$ cat config.mk
export PLATFORM = sky130hd
export DESIGN_NAME = pcie_rst_sequencer
export DESIGN_NICKNAME = d
export VERILOG_FILES = /design/src/rtl/pcie_rst_sequencer.sv
export SDC_FILE = /design/constraint.sdc
export NUM_CORES = 1
export LEC_CHECK = 0
export ABC_AREA = 1
export CORE_AREA = 2 2 82 84
export CTS_CLUSTER_DIAMETER = 120
export DETAILED_ROUTE_END_ITERATION = 12
export DIE_AREA = 0 0 84 86
export HOLD_SLACK_MARGIN = 0.03
export PLACE_DENSITY = 0.44
export SYNTH_ARGS = -nofsm -noshare
export SYNTH_HDL_FRONTEND = slang
export SYNTH_SLANG_ARGS = --single-unit
$ cat constraint.sdc
create_clock -name sys_clk -period 3.7 [get_ports sys_clk]
set_input_delay 0.74 -clock sys_clk [delete_from_list [all_inputs] [get_ports sys_clk]]
set_output_delay 0.74 -clock sys_clk [all_outputs]
set_load 0.02 [all_outputs]
$ cat src/rtl/pcie_rst_sequencer.sv
// ---------------------------------------------------------------------------
// pcie_rst_sequencer
//
// Purpose:
//   Power-on / reset sequencer for the CPM PCIe subsystem. After a start
//   request it holds all resets for HOLD_CYCLES. It then releases the PS POR,
//   the CPM5 LPD POR and PCIe PERST# in that order, STEP_CYCLES apart. Finally
//   it waits up to LINK_TIMEOUT cycles for link-up. One instance is used per
//   side of the board (EP and RP).
//
// Optional feature (compile-time macro):
//   SEQ_RETRY_EN - a link-up timeout re-runs the whole sequence from HOLD, up
//                  to MAX_RETRY times, before the sequencer gives up in ERR.
//                  Without the macro every timeout goes straight to ERR and
//                  retry_cnt_o reads 0.
//
// Ports:
//   sys_clk      in   sequencer clock (refclk domain)
//   sys_rst_n    in   asynchronous active-low reset
//   start_i      in   level; begins a sequence when the sequencer is idle
//   restart_i    in   level; aborts any non-idle state and restarts from HOLD
//   link_up_i    in   asynchronous link-up status from CPM (synchronized here)
//   por_n_o      out  PS POR, active low
//   cpm_por_n_o  out  CPM5 LPD POR, active low
//   perst_n_o    out  PCIe PERST#, active low
//   seq_busy_o   out  sequence in progress (HOLD .. WAIT_LINK)
//   seq_done_o   out  link is up
//   seq_err_o    out  sticky error (timeout or link loss)
//   state_o      out  current state encoding
//   retry_cnt_o  out  retries consumed
// ---------------------------------------------------------------------------
module pcie_rst_sequencer #(
    parameter int unsigned HOLD_CYCLES  = 500,
    parameter int unsigned STEP_CYCLES  = 16,
    parameter int unsigned LINK_TIMEOUT = 65535,
    parameter int unsigned CNT_W        = 16,
    parameter int unsigned MAX_RETRY    = 3
) (
    input  logic       sys_clk,
    input  logic       sys_rst_n,
    input  logic       start_i,
    input  logic       restart_i,
    input  logic       link_up_i,
    output logic       por_n_o,
    output logic       cpm_por_n_o,
    output logic       perst_n_o,
    output logic       seq_busy_o,
    output logic       seq_done_o,
    output logic       seq_err_o,
    output logic [2:0] state_o,
    output logic [1:0] retry_cnt_o
);

    typedef enum logic [2:0] {
        S_IDLE      = 3'd0,
        S_HOLD      = 3'd1,
        S_POR_REL   = 3'd2,
        S_CPM_REL   = 3'd3,
        S_WAIT_LINK = 3'd4,
        S_LINK_UP   = 3'd5,
        S_ERR       = 3'd6
    } state_t;

    // The counter is cleared on the edge that enters a timed state. It then
    // reaches N-1 on the edge before the N-th. Leaving on cnt == N-1 makes the
    // transition land exactly N edges after entry.
    localparam logic [CNT_W-1:0] HOLD_LAST = CNT_W'(HOLD_CYCLES - 1);
    localparam logic [CNT_W-1:0] STEP_LAST = CNT_W'(STEP_CYCLES - 1);
    localparam logic [CNT_W-1:0] TMO_LAST  = CNT_W'(LINK_TIMEOUT - 1);

    function automatic logic [CNT_W-1:0] sat_inc(input logic [CNT_W-1:0] v);
        return (v == {CNT_W{1'b1}}) ? v : v + 1'b1;
    endfunction

    state_t           state_q, state_d;
    logic [CNT_W-1:0] cnt_q, cnt_d;
    logic             link_meta_q, link_sync_q;
    logic             por_n_q, cpm_por_n_q, perst_n_q;
    logic             busy_q, done_q, err_q;
    logic             por_n_d, cpm_por_n_d, perst_n_d;
    logic             busy_d, done_d, err_d;

`ifdef SEQ_RETRY_EN
    localparam logic [1:0] RETRY_MAX = 2'(MAX_RETRY);
    logic [1:0] retry_q, retry_d;
`endif

    // Two-flop synchronizer for the asynchronous link status.
    always_ff @(posedge sys_clk or negedge sys_rst_n) begin
        if (!sys_rst_n) begin
            link_meta_q <= 1'b0;
            link_sync_q <= 1'b0;
        end else begin
            link_meta_q <= link_up_i;
            link_sync_q <= link_meta_q;
        end
    end

    always_comb begin
        state_d = state_q;
        cnt_d   = sat_inc(cnt_q);
`ifdef SEQ_RETRY_EN
        retry_d = retry_q;
`endif
        // restart_i overrides every other transition except in IDLE.
        if (restart_i && (state_q != S_IDLE)) begin
            state_d = S_HOLD;
            cnt_d   = '0;
`ifdef SEQ_RETRY_EN
            retry_d = 2'd0;
`endif
        end else begin
            case (state_q)
                S_IDLE: begin
                    cnt_d = '0;
                    if (start_i) begin
                        state_d = S_HOLD;
`ifdef SEQ_RETRY_EN
                        retry_d = 2'd0;
`endif
                    end
                end
                S_HOLD: begin
                    if (cnt_q == HOLD_LAST) begin
                        state_d = S_POR_REL;
                        cnt_d   = '0;
                    end
                end
                S_POR_REL: begin
                    if (cnt_q == STEP_LAST) begin
                        state_d = S_CPM_REL;
                        cnt_d   = '0;
                    end
                end
                S_CPM_REL: begin
                    if (cnt_q == STEP_LAST) begin
                        state_d = S_WAIT_LINK;
                        cnt_d   = '0;
                    end
                end
                S_WAIT_LINK: begin
                    // Link-up is checked first so it wins over a same-cycle timeout.
                    if (link_sync_q) begin
                        state_d = S_LINK_UP;
                        cnt_d   = '0;
                    end else if (cnt_q == TMO_LAST) begin
                        cnt_d = '0;
`ifdef SEQ_RETRY_EN
                        if (retry_q < RETRY_MAX) begin
                            state_d = S_HOLD;
                            retry_d = retry_q + 2'd1;
                        end else begin
                            state_d = S_ERR;
                        end
`else
                        state_d = S_ERR;
`endif
                    end
                end
                S_LINK_UP: begin
                    if (!link_sync_q) begin
                        state_d = S_ERR;
                    end
                end
                S_ERR: begin
                    state_d = S_ERR;
                end
                default: begin
                    state_d = S_IDLE;
                    cnt_d   = '0;
                end
            endcase
        end
    end

    // The outputs are a decode of the next state, registered alongside it.
    // ERR is only reachable after both PORs were released, so it keeps them
    // released. The decode also enforces the strict release order.
    assign por_n_d     = (state_d == S_POR_REL) || (state_d == S_CPM_REL) ||
                         (state_d == S_WAIT_LINK) || (state_d == S_LINK_UP) ||
                         (state_d == S_ERR);
    assign cpm_por_n_d = (state_d == S_CPM_REL) || (state_d == S_WAIT_LINK) ||
                         (state_d == S_LINK_UP) || (state_d == S_ERR);
    assign perst_n_d   = (state_d == S_WAIT_LINK) || (state_d == S_LINK_UP);
    assign busy_d      = (state_d == S_HOLD) || (state_d == S_POR_REL) ||
                         (state_d == S_CPM_REL) || (state_d == S_WAIT_LINK);
    assign done_d      = (state_d == S_LINK_UP);
    assign err_d       = (state_d == S_ERR);

    always_ff @(posedge sys_clk or negedge sys_rst_n) begin
        if (!sys_rst_n) begin
            state_q     <= S_IDLE;
            cnt_q       <= '0;
            por_n_q     <= 1'b0;
            cpm_por_n_q <= 1'b0;
            perst_n_q   <= 1'b0;
            busy_q      <= 1'b0;
            done_q      <= 1'b0;
            err_q       <= 1'b0;
        end else begin
            state_q     <= state_d;
            cnt_q       <= cnt_d;
            por_n_q     <= por_n_d;
            cpm_por_n_q <= cpm_por_n_d;
            perst_n_q   <= perst_n_d;
            busy_q      <= busy_d;
            done_q      <= done_d;
            err_q       <= err_d;
        end
    end

`ifdef SEQ_RETRY_EN
    always_ff @(posedge sys_clk or negedge sys_rst_n) begin
        if (!sys_rst_n) begin
            retry_q <= 2'd0;
        end else begin
            retry_q <= retry_d;
        end
    end

    assign retry_cnt_o = retry_q;
`else
    // Retries are compiled out; the counter always reads zero.
    assign retry_cnt_o = 2'(MAX_RETRY) & 2'b00;
`endif

    assign por_n_o     = por_n_q;
    assign cpm_por_n_o = cpm_por_n_q;
    assign perst_n_o   = perst_n_q;
    assign seq_busy_o  = busy_q;
    assign seq_done_o  = done_q;
    assign seq_err_o   = err_q;
    assign state_o     = state_q;

endmodule

==> impl.org, run 1 <==
** Run status
- Outcome :: finished, final reports clean

** Yosys
- Sequential share of the synthesized area :: 43.8%
- The Yosys step of the flow raised 0 warnings.
- Mapped cell area :: 1540 sq um
- Average cell area after synthesis :: 7.14 sq um
- Synthesis produced a netlist whose cell count is 216.
- Yosys cell types :: 26
- In this run, synthesis produced a sequential element count of 27.

** Layout
- Total of fill cells in the finished design :: 703
- Commonest cells after routing, fill and taps aside :: 51 x sky130_fd_sc_hd__nor2_1, 47 x sky130_fd_sc_hd__nand2_1, 27 x sky130_fd_sc_hd__dfrtp_1
- The finished layout holds 308 standard cells, fillers aside.
- Compared with the post-synthesis result, the final layout area differs by 16.4%.
- Area used by multi-input combinational logic :: roughly 730 sq um
- In the final layout, flip-flops and latches occupy around 680 sq um.
- Most common cell after layout, fill and taps aside :: sky130_fd_sc_hd__nor2_1
- Share of the core filled with cells :: 28.6%
- After routing the design area is 1790 sq um.
- 0 antenna diodes ended up in the layout.
- For this run, the post-layout net count is about 240.
- Ratio of cells with drive above 1 in the final layout :: 6.93%

** Floorplanning
- The die is 84 um wide.
- Initial standard-cell utilization of the core :: roughly a quarter
- The floorplan has 29 rows.
- The core region is 6280 sq um.
- Die Height :: around 86 um
- Die Outline Area :: 7220 sq um
- Number of top-level pins :: 16

** Job
- Max-cap violations :: 0

** STA
- Hold timing on the final database bottoms out at a slack of 365 ps.
- Time the worst path needs with I/O delays and setup :: 2260 ps
- Setup repair after global routing left no endpoint under its margin.
- Across the routed clock network, the largest skew measured is 1.74 ps.
- Achievable frequency :: 0.442 GHz
- The final max-slew violation count is 0.
- Dividing the final minimum period by the clock period gives 61.1%.
- The total count of hold-check failures in the final report was 0.
- Endpoints failing setup :: 0
- Final TNS setup :: 0 ps
- The worst path meets setup with 1440 ps of slack.

** CTS
- Clock tree buffer depth :: 2
- The cell sitting at the root of the clock tree is a sky130_fd_sc_hd__clkbuf_8.
- Clk pin slew, worst setup/hold paths :: 100 ps
- H-tree levels :: 1
- Clock latency on the worst-skew pair :: 270 ps
- In this run, post-CTS hold repair placed 0 buffers.
- Buffers inserted during clock tree synthesis total 3.
- Clock Sink Count :: 27
- TritonCTS clock tree :: done
- In this run, post-CTS repair resized a total of 0 instances.
- In this run the post-CTS setup repair buffer count came out at 0.

** Min path
- Hold WC Path Type :: register to register

** GRT
- Total track usage :: 11.0%
- Number of antenna violations at the first check in global routing :: 0
- Overflow left after global routing :: 0
- First-pass GRT wire length :: about 6400 um
- Maximum number of pins on one net before global-route repair :: 28
- Vias in the first global route :: approximately 1.3k

** Critical path
- Cells traversed along the worst timing path :: clkdlybuf4s50_1
- Arrival time of the worst setup path :: 1520 ps
- Of all nets on the critical path, the largest fanout is 9.
- Sort of element at the end of the critical path :: output pin
- In this design, the largest share of critical-path delay is due to buffers and inverters.
- Cell type of the slowest stage on the worst timing path :: sky130_fd_sc_hd__clkdlybuf4s50_1
- STA classifies the critical path startpoint as a register.
- Critical path buffer and inverter count :: 1
- At the worst endpoint, the required time is 2960 ps.
- Slowest Stage Delay on Critical Path :: 670 ps
- The setup path with the least slack is of type register to output pin.

** Drt
- After detailed routing, the number of remaining DRC violations is 0.
- Via-to-Cell Ratio :: 4.26
- Dividing the detail-routed wire length by the instance count gives 11.6 um.
- Once detail routing completed, the nets flagged for antenna violations numbered 0.
- The first TritonRoute pass finished after 4 iterations.
- Total detailed-routing wirelength :: 3580 um
- DRC violation total after the first TritonRoute iteration :: 77
- Detailed-route via count :: between 1k and 1.5k

** Placed design
- The count of buffers added on input and output ports is 13.
- Once detailed placement completed, the half-perimeter wirelength came to 2710 um.
- Worst slack, placed :: roughly 1400 ps
- RePlAce Congestion :: ~0.80
- Cell count after placement :: just over 300
- Placed instance area :: 1750 sq um

** Pwr
- Worst-case vdd ir drop :: ~0.00013 V
- Tot Pwr :: 509 uW
- For this design the static power due to leakage is 0.814 nW.
- Pwr/cell area :: 283 nW/um^2
-- path summary, 6_finish.rpt --
kind                                    end  slack [ps]        start  cells after the start
max in group asynchronous        state_o[1]        2610    sys_rst_n                      2
worst min-delay path            link_sync_q         360  link_meta_q                      0
worst max-delay path             state_o[0]        1440   state_o[0]                      1
min in group asynchronous          cnt_q[0]         830    sys_rst_n                      2
worst max register to register    cnt_q[15]        1590     cnt_q[1]                     11
worst min register to register  link_sync_q         360  link_meta_q                      0
-- report_power, final --
group,total [mW],switching [mW],internal [mW]
combinational,0.0309,0.0204,0.0104
sequential,0.303,0.00391,0.299
clock,0.175,0.0994,0.0756
total,0.509,0.124,0.385
-- kinds of logic after synthesis --
| kind of cell | after synthesis | share of synthesized area (%) |
|---|---|---|
| AO/OA/AOI/OAI | 22 | 7.71 |
| adder cells (fa/ha/maj) | 2 | 1.62 |
| other | 1 | 0.243 |
| flip-flops | 27 | 43.8 |
| AND/OR/NAND/NOR | 129 | 36.0 |
| XOR/XNOR | 3 | 1.70 |
| buffers and inverters | 32 | 8.85 |
-- synth_stat cells, drive strengths merged --
cell    number  area [sq um]
nand3       15          75.1
inv         28           105
o21ai       12          60.1
nand4        3          18.8
a41oi        1          8.76
a31o         1          8.76
nor3b        1          7.51
nand2       48           183
xor2         3          26.3
nor3         5          41.3
nor2        56           223
ha           2          25.0
buf          4          31.3
conb         1          3.75
a31oi        1          6.26
nand3b       1          7.51
a21oi        7          35.0
dfrtp       27           676
-- registers in the layout, summed over array words and instances, names as in the netlist --
signal	cells
seq_busy_o	1
state_o	3
seq_done_o	1
link_meta_q	1
seq_err_o	1
cpm_por_n_o	1
link_sync_q	1
por_n_o	1
perst_n_o	1
cnt_q	16
-- layout make-up --
class / count / area share (%)
clock buffer: 3 / 2.30
inverter: 28 / 5.86
multi-input combinational: 158 / 40.9
clock inverter: 1 / 0.279
timing repair buffer: 14 / 7.67
sequential: 27 / 37.7
tap: 77 / 5.37
-- layer usage --
layer  part of all wire, %  track usage (%)
met2                    45             17.7
met5                     0                0
met1                    51             14.9
met4                  0.59             2.93
met3                   3.2             2.41
Power figures use the tool's default switching activity.
==> run 2, diff against run 1 <==
- clock period: 3.7 -> 2.37 ns (I/O delays scaled with it)
==> run 2 against run 1 <==
Against the previous run:
- critical path depth unchanged
- combinational power increased by 57%
- die area is the same
- clock skew rose by 8.2 ps
- clock-buffer cell count stayed put
- power rose by 58%
- non-clock buffer count unchanged
- sequential power increased by 56%
- first-iteration DRC count shrank 3.9%
- cell count is the same
- sequential share of layout area down 0.052 points
- via count rose by 3.5%
- critical path type unchanged
- largest cell class unchanged
==> impl.org, run 2 (synthesized netlist as in run 1, its figures left out) <==
** GRT
- The first-pass GRT wire length came to 6500 um (+1.9%).
- Vias in the first global route :: 1362 (+2.0%)
- The global route total overflow came to 0 (unchanged).
- The number of antenna violations at the first check in global routing is 0 (unchanged).
- Maximum number of pins on one net before global-route repair :: 28 (unchanged)
- The global-route usage over all layers was 11.1% (+0.14 points).

** STA
- The final max-slew violation count came to 0 (unchanged).
- Endpoints failing setup :: 0 (unchanged)
- The worst hold margin was 367 ps (+2.09 ps).
- Smallest setup slack after layout :: 384 ps (-1060 ps)
- The worst path uses between 80 and 90% of the clock period.
- The clock tree skew after final layout is 9.92 ps (+8.19 ps).
- Count of final hold-check violations :: 0 (unchanged)
- Achievable frequency :: 0.504 GHz
- Setup repair after global routing missed its margin :: no
- Final TNS setup :: 0 ps (unchanged)
- Time the worst path needs with I/O delays and setup :: between 1500 and 2000 ps

** Placed design
- Cell count after placement :: 304 (unchanged)
- The global placer's final weighted congestion came to 0.774 (-3.6%).
- The detailed placement HPWL is 2750 um (+1.4%).
- Count of buffers inserted at the top-level ports :: 13 (unchanged)
- Placed instance area :: 1750 sq um (unchanged)
- The worst setup timing slack at the placement stage is 310 ps (-1130 ps).

** Layout
- Non-filler cells, final :: 308 (unchanged)
- The proportion of layout cells with a drive suffix above 1 is 6.93% (unchanged).
- Final instance area :: 1800 sq um (+0.14%)
- The library cell used most frequently in the layout, excluding fill and tap cells, is sky130_fd_sc_hd__nor2_1.
- Synth-to-layout area growth :: 16.6%
- The fill cell instance count of the final layout is 686 (-2.4%).
- The final net count is 239 (unchanged).
- More flip-flops sit in one register than any other, and that register is cnt_q.
- Flip-flop count of the largest register, all copies and words added :: 16 (unchanged)
- Diode insertion count for antenna repair :: 0 (unchanged)
- The top cell types in the final layout, fill and taps aside, are 51 x sky130_fd_sc_hd__nor2_1, 47 x sky130_fd_sc_hd__nand2_1, 27 x sky130_fd_sc_hd__dfrtp_1.
- The final design utilization came to 28.6% (+0.040 points).

** Floorplanning
- The die footprint was 7220 sq um (unchanged).
- The starting density of the core is 24.6% (unchanged).
- Number of top-level pins :: 16 (unchanged)
- The total core area is 6280 sq um (unchanged).
- The number of rows created at floorplan was 29 (unchanged).
- The floorplan die height is 86 um (unchanged).
- The width of the chip is 84 um (unchanged).

** Drt
- Remaining antenna violation count :: 0 (unchanged)
- Total iterations of the first detailed-routing run :: 4 (unchanged)
- Total detailed-routing wirelength :: 3650 um (+1.8%)
- Wirelength per Cell :: 11.8 um (+1.8%)
- The detailed-route vias per instance is 4.41 (+3.5%).
- The DRC violation total after the first TritonRoute iteration was 74 (-3.9%).
- Post-route DRC violation count :: 0 (unchanged)
- The via count was 1357 (+3.5%).

** Critical path
- In this design, the largest share of critical-path delay is due to buffers and inverters.
- Cell type of the slowest stage on the worst timing path :: sky130_fd_sc_hd__clkdlybuf4s50_1
- Worst endpoint required time :: 1900 ps (-1060 ps)
- Sort of element at the end of the critical path :: output pin
- The data arrival at the endpoint of the critical path is 1510 ps (about the same).
- The setup path with the least slack is of type register to output pin.
- Largest driver fanout on the critical path :: 9 (unchanged)
- Traced cell by cell, the critical path runs through clkdlybuf4s50_1.
- The number of buffers and inverters on the critical path came to 1 (unchanged).
- The worst setup path is launched from a register.
- The longest individual stage delay on the worst path came to 670 ps (about the same).

** CTS
- The count of clock tree sinks was 27 (unchanged).
- The TritonCTS buffer count is 3 (unchanged).
- TritonCTS built the clock tree.
- CTS placed an instance of sky130_fd_sc_hd__clkbuf_8 at the clock tree root.
- Clock tree buffer depth :: 2 (unchanged)
- The clock-pin slew on the worst setup and hold paths is 110 ps (about the same).
- CTS hold repair buffers :: 0 (unchanged)
- The buffer count from post-CTS setup fixing was 0 (unchanged).
- H-tree levels :: 1 (unchanged)
- The post-cts gate resize count is 0 (unchanged).
- Clock latency on the worst-skew pair :: 280 ps (about the same)

** Pwr
- Sequential group share of total power :: 58.8% (-0.7 points)
- The worst-case vdd ir drop came to 0.000223 V (+69%).
- Internal Power :: 603 uW (+57%)
- Net Switching :: 201 uW (+62%)
- The combinational fraction of design power came to 6.1% (about the same).
- The power density over the cells came to 447 nW/um^2 (+58%).
- The total power draw was 804 uW (+58%).
- Part of the power in the clock network :: 35.2% (+0.8 points)
- Leakage power total :: 0.810 nW (-0.46%)
- Fraction of power spent switching nets :: 25.0% (+0.68 points)

** Min path
- Hold WC Path Type :: register to register

** Run status
- Outcome :: finished, final reports clean

** Job
- Max-cap violations :: 0 (unchanged)
[run 2: cell types whose count changed in the layout (fill, tap and decap cells not counted), sizes merged]
cell	delta
clkinvlp	+1
clkinv	-1
[run 2: layer usage]
| metal | wire length, um | vias up | global-route usage (%) |
|---|---|---|---|
| met2 | 1640 | 16 | 17.7 |
| met5 | 0 | - | 0 |
| li1 | - | 703 | - |
| met3 | 90 | 2 | 1.92 |
| met4 | 33 | 0 | 3.52 |
| met1 | 1880 | 636 | 15.4 |
[run 2: worst paths after layout]
path	from	end	slack, ps	depth (start not counted)
hold reg to reg	link_meta_q	link_sync_q	370	0
max in group asynchronous	sys_rst_n	cnt_q[4]	1520	2
hold / removal	link_meta_q	link_sync_q	370	0
setup / recovery	state_o[0]	state_o[0]	380	1
min in group asynchronous	sys_rst_n	cnt_q[0]	560	2
setup reg to reg	cnt_q[1]	cnt_q[15]	460	11
[run 2: power groups by stage]
stage	Combinational (mW)	Clock (mW)	Sequential, mW
global placement	0.0500	0	0.481
global route	0.0576	0.318	0.474
CTS	0.0501	0.300	0.472
floorplan	0.0303	0	0.480
detailed placement	0.0499	0	0.481
finish	0.0486	0.283	0.472
[run 2: worst reg2reg max path: stages, from the launching register on]
cell                      delay, ps
sky130_fd_sc_hd__dfrtp_1        420
sky130_fd_sc_hd__ha_1           230
sky130_fd_sc_hd__nand3_1        120
sky130_fd_sc_hd__inv_1           80
sky130_fd_sc_hd__nand2_1         80
sky130_fd_sc_hd__nor2_1          60
sky130_fd_sc_hd__nand2_1        160
sky130_fd_sc_hd__nand2_1        120
sky130_fd_sc_hd__nor2_1         190
sky130_fd_sc_hd__nand2_1        120
sky130_fd_sc_hd__o21ai_0        170
sky130_fd_sc_hd__nor2_1          60
[run 2: area by class of cell]
class                   count  area, sq um  area share [%]
multi-input cells         158          733            40.8
flip-flops and latches     27          676            37.6
repair buffers             14          138            7.66
inverters                  28          105            5.85
well taps                  77         96.3            5.36
clock buffers               3         41.3            2.30
clock inverters             1         7.51           0.418
